<file path="src/rtl/down_timer.sv">
// down_timer: loadable down-counting timer.
// Counts a preloaded value down to 1, emits a one-cycle tick on the terminal
// decrement, then either stops (one-shot) or reloads (auto mode).
//
// state | meaning
// IDLE  | stopped; nothing loaded, or a zero value was loaded
// RUN   | counting down on every enabled cycle
// DONE  | one-shot period expired; held until the next load or reset
module down_timer #(
  parameter int WIDTH = 8
) (
  input  logic             clk,
  input  logic             rst,
  input  logic             en,
  input  logic             ld,
  input  logic [WIDTH-1:0] v,
  input  logic             auto,
  output logic [WIDTH-1:0] count,
  output logic             tick,
  output logic             busy,
  output logic             done
);

  localparam logic [1:0] IDLE = 2'd0;
  localparam logic [1:0] RUN  = 2'd1;
  localparam logic [1:0] DONE = 2'd2;

  localparam logic [WIDTH-1:0] ONE = WIDTH'(1);

  logic [1:0]       r_state;
  logic [WIDTH-1:0] r_reload;
  logic             r_auto;

  // Load, count-down and terminal handling; load outranks counting in any state.
  always_ff @(posedge clk) begin
    if (!rst) begin
      r_state  <= IDLE;
      r_reload <= '0;
      r_auto   <= 1'b0;
      count    <= '0;
      tick     <= 1'b0;
    end else begin
      tick <= 1'b0;
      if (ld) begin
        r_reload <= v;
        r_auto   <= auto;
        count    <= v;
        // A zero load is treated as a stop rather than an immediate expiry.
        r_state  <= (v != '0) ? RUN : IDLE;
      end else if (r_state == RUN && en) begin
        if (count > ONE) begin
          count <= count - ONE;
        end else begin
          // Terminal: count never goes below 1 in RUN, so no underflow.
          tick <= 1'b1;
          if (r_auto) begin
            count <= r_reload;
          end else begin
            count   <= '0;
            r_state <= DONE;
          end
        end
      end
    end
  end

  // Status flags are pure decodes of the state register.
  always_comb begin
    busy = (r_state == RUN);
    done = (r_state == DONE);
  end

endmodule

</file>
<file path="config.mk">
export PLATFORM = sky130hd
export DESIGN_NAME = down_timer
export DESIGN_NICKNAME = d
export VERILOG_FILES = /design/src/rtl/down_timer.sv
export SDC_FILE = /design/constraint.sdc
export NUM_CORES = 1
export LEC_CHECK = 0
export CAP_MARGIN = 20
export CORE_MARGIN = 4
export CORE_UTILIZATION = 50
export CTS_CLUSTER_DIAMETER = 80
export DETAILED_ROUTE_END_ITERATION = 16
export HOLD_SLACK_MARGIN = 0.15
export PLACE_DENSITY = 0.85
export SLEW_MARGIN = 20
export SYNTH_ARGS = -nofsm -noshare
export SYNTH_HDL_FRONTEND = slang
export SYNTH_SLANG_ARGS = --single-unit
export TNS_END_PERCENT = 5
</file>
<file path="constraint.sdc">
create_clock -name clk -period 2 [get_ports clk]
set_input_delay 0.5 -clock clk [delete_from_list [all_inputs] [get_ports clk]]
set_output_delay 0.5 -clock clk [all_outputs]
set_load 0.1 [all_outputs]
</file>
Yosys cells after proc, flatten, opt, wreduce, memory -nomap -nowiden:

Index checks and enable logic that the tools add are counted.

* equal/unequal tests: 4
* bitwise gates (word level): 2
* muxes and demuxes: 10
* order comparisons: 1
* reductions and logical operators: 5
* add/subtract/negate cells: 1

Operator list (count)
* 8-bit 2-to-1 mux: 4
* 8-bit by 1-bit > comparator with 1-bit output (second input constant): 1
* 2-bit 2-to-1 mux: 4
* 8-bit nonzero test: 1
* 8-bit by 1-bit subtractor with 8-bit output (second input constant): 1
* 2-bit != test (second input constant): 2
* 3-bit AND reduction: 1
* 3-bit OR reduction: 1
* 2-bit by 1-bit equality test with 1-bit output (second input constant): 1
* 2-bit equality test (second input constant): 1
* 1-bit 2-to-1 mux: 2
* 1-bit inverter: 2
* 2-bit nonzero test: 1
* 1-bit logical AND: 1

* input bits: 13
* output and inout bits: 11
* logic and storage cells: 28
* register bits: 20

Longest topological paths before layout:

* depth after elaboration: 4
* depth in mapped cells: 6
* depth with buffers taken out: 6

Worst setup path before layout:

OpenSTA, ideal clock, no wires.

* kind: register -> register
* start point: register r_state[0]
* end point: register count[4]
* period minus slack after synthesis: 2658 ps
* buffers on the path: 0
* setup slack: -658 ps
* cell stages (with the launch flop): 5
* data arrival time: 2527 ps
* required time: 1870 ps
* library setup time: 130 ps
* path through: dfxtp_1 > nor2b_1 > nand2_1 > o41ai_1 > a31oi_1

* longest elaborated chain between the ends: 3

RTL lines
* start, declared: line 30 `logic [1:0] r_state;`
* start signal, assigned: line 49 `r_state <= (v != '0) ? RUN : IDLE;`
* 2-bit by 1-bit equality test with 1-bit output
* net busy: line 20 `output logic busy,`
* 1-bit logical AND: line 50 `end else if (r_state == RUN && en) begin`
* 2-bit nonzero test (no source line)
* end signal, assigned: line 47 `count <= v;`
* end signal, assigned: line 52 `count <= count - ONE;`
* end signal, assigned: line 57 `count <= r_reload;`
* end, declared: line 18 `output logic [WIDTH-1:0] count,`

The timed path passes the listed nets, and every way through them passes these cells.
A chain may end at the register's enable or synchronous reset.

Worst setup path after layout:

* start point: register count[5]
* end point: register count[6]

* longest elaborated chain between the ends: 4
* elaborated cells between the ends (all ways): 5
* classes of those cells: 1 x add/sub; 1 x order compare; 3 x mux

RTL lines
* 8-bit by 1-bit subtractor with 8-bit output or 8-bit by 1-bit > comparator with 1-bit output (tied branches): line 52, 51
* 8-bit 2-to-1 mux (*): line 51 `if (count > ONE) begin`
* 8-bit 2-to-1 mux (*): line 50
* 8-bit 2-to-1 mux (*): line 44 `if (ld) begin`

Mark *: on every way between the ends. The rest lies on a longest branch, timed or not. The select of a mux whose other input is x is not followed.

==> results.ini <==
[status]
outcome = finished, final reports clean

[detailed_routing]
routed-via-count = 1152
detail_route.wl_per_cell_um = 17.13
drc = 0
antenna_violating_nets_post_route = 0
detail_route.first_pass.iterations = 4
drt_iter0_drc = 35
detail_route.vias_per_cell = 6.194
postRouteWirelength_um = 3187

[placement]
io_buffers = 23
dp_cells = 182
gp_routability_congestion = 0.9059
detail_placement_hpwl_um = 2309

[timing]
rsz0062_at_grt = no
finClkSkew_ns = 0.01205
report.final.slew_viol_count = 0
layout_min_cycle_time_ns = 1.865
fmax_mhz = 536.2
final_hold_viol_count = 0
final-setup-viol-count = 0
max_slew_margin_pct = 68.14
period_share_pct = 93.25
max_slew.worst_pin.slew_ns = 0.4773

[setup_path]
worstPathArrival_ns = 2.08
critical_path_peak_fanout = 10
worstSetupStartpointType = flip-flop
crit_required_ns = 2.22
worst_reg_to_reg_path_cell_count = 5
worstSetupPathType = flip-flop to flip-flop
end_kind = flip-flop

[clock_network]
cts_resized = 0
cts_tree = done
cts_hold_repair.buffers = 0
cts_made_buffers = 3
clk-insertion-delay-late_ns = 0.31
max-clock-path-buffers = 2
buffers_inserted_during_post_cts_setup_optimization = 0
clk_pin_slew_ns = 0.13
clock_tree.htree_level_count = 1
cts_root_buf = clkbuf_4
clock_sinks = 20

[global_routing]
grt_pass1_vias = 1096
largest_net_degree_at_the_start_of_global_routing = 19
overflow = 0
grtUsageTotal_pct = 20.40
antenna_found_initial = 0
first_pass_grt_wire_length_um = 5064

[run]
max_cap_violations = 0

[logic_synthesis]
ys_types = 46
syn_nets = 144
compound_gate_portion_of_the_synthesized_area_pct = 25.27
synth_mux_area_share_pct = 7.709
yosys.area_share.simple_pct = 21.84
syn_area_um2 = 1169
post_synth.cell_area_avg_um2 = 9.059
post_synthesis_sequential_area_ratio_pct = 34.26
yosys.area_share.adder_pct = 2.141
synthXorXnorAreaFrac_pct = 2.248
share_of_flip_flops_with_an_asynchronous_set_or_reset_pct = 0
synth-seq-cells = 20
synth_cells = 129
number_of_enable_type_register_cells_in_the_synthesized_netlist = 0
synth_top_family_by_area = compound AO/OA/AOI/OAI gates
number_of_warning_messages_in_the_yosys_log = 0
ys.flop_type = dfxtp_1

[floorplanning]
boundaryPins = 24
dieHeight_um = 56.35
starting_density_of_the_core_pct = 52.83
die_x_um = 56.35
placeableCoreArea_um2 = 2212
die_area_um2 = 3175
placementRows = 17

[pwr]
ir_drop_mv = 0.5835
cellPowerDensity_nw_per_um2 = 742.6
power.total_mw = 1.201
leakage_nw = 0.6330

[final_layout]
multi_input_comb_area_um2 = 696.9
mostFrequentLayoutCells = dfxtp_1 (17), clkdlybuf4s50_1 (12), buf_4 (12)
nNetsFinal = 174
antenna_cells = 0
mostFrequentLayoutCell = dfxtp_1
layout-area-overhead-vs-synth_pct = 38.44
fillCellCount = 177
instances_no_fill = 186
drive_gt1_share_pct = 22.78
regArea_um2 = 404.1

[worst_hold_path]
min_path_type = flip-flop to flip-flop
holdPathStages = 2

## stage by stage
step	worst slack (ns)	TNS (ns)	utilization [%]	hold WS (ns)	area, µm²
floorplan	-0.1870	-0.7399	-	0.4479	1177
global placement	0.03554	0	70.76	0.4552	1565
finish	0.1350	0	73.13	0.4932	1618
CTS	0.1778	0	73.13	0.4928	1618
detailed placement	0.007412	0	70.76	0.4742	1565
global route	0.1004	0	73.13	0.5110	1618
## worst paths after layout
check,from,end,slack [ns]
max,count[5]$_SDFFE_PN0P_,count[6]$_SDFFE_PN0P_,0.13
min,r_reload[7]$_SDFFE_PN0P_,r_reload[7]$_SDFFE_PN0P_,0.49
max reg2reg,count[5]$_SDFFE_PN0P_,count[6]$_SDFFE_PN0P_,0.13
min reg2reg,r_reload[7]$_SDFFE_PN0P_,r_reload[7]$_SDFFE_PN0P_,0.49
## flip-flops by register name (all words and copies together) (netlist names)
register,cells
count,8
r_state,2
tick,1
r_reload,8
r_auto,1
## metal layers
layer | vias to the layer above | GRT usage (%) | part of all wire, %
met5 | - | 0 | 0
met4 | 0 | 8.475 | 2.1
met3 | 8 | 3.678 | 6.0
met2 | 57 | 35.06 | 50
met1 | 551 | 24.82 | 42
li1 | 536 | - | -
## area by class of cell
type,instances,share of cell area (%)
multi-input cells,95,43.08
repair buffers,34,25.37
clock inverters,1,1.856
flip-flops and latches,20,24.98
clock buffers,3,1.392
well taps,28,2.166
inverters,5,1.160
## kinds of logic (layout without fill, tap and decap cells)
family	after synthesis	after routing
AO/OA/AOI/OAI	37	37
XOR/XNOR	3	3
adder cells (fa/ha/maj)	2	2
buffers and inverters	14	43
flip-flops	20	20
multiplexers	9	9
AND/OR/NAND/NOR	44	44
## critical path: stages (launching register included)
cell,delay [ns]
dfxtp_2,0.41
or3_1,0.46
buf_4,0.20
a211oi_1,0.22
o21ai_0,0.16
a32o_1,0.31
## synthesized netlist by cell type (all sizes together), types with 3 or more instances
cell | number | area share [%]
a21boi | 4 | 2.9
o21ai | 6 | 2.6
nor2b | 10 | 5.4
dfxtp | 20 | 34
buf | 5 | 3.6
a22o | 5 | 3.7
mux2i | 9 | 7.7
or3 | 4 | 2.6
and2 | 3 | 1.6
nor2 | 3 | 0.96
nand2 | 11 | 3.5
o31ai | 3 | 1.9
clkbuf | 4 | 1.3
nor3 | 4 | 2.7
inv | 5 | 1.6
## report_power, final
group          internal, mW  switching, mW
sequential            0.423         0.0355
clock                 0.203          0.134
combinational         0.171          0.235
Power figures use the tool's default switching activity.
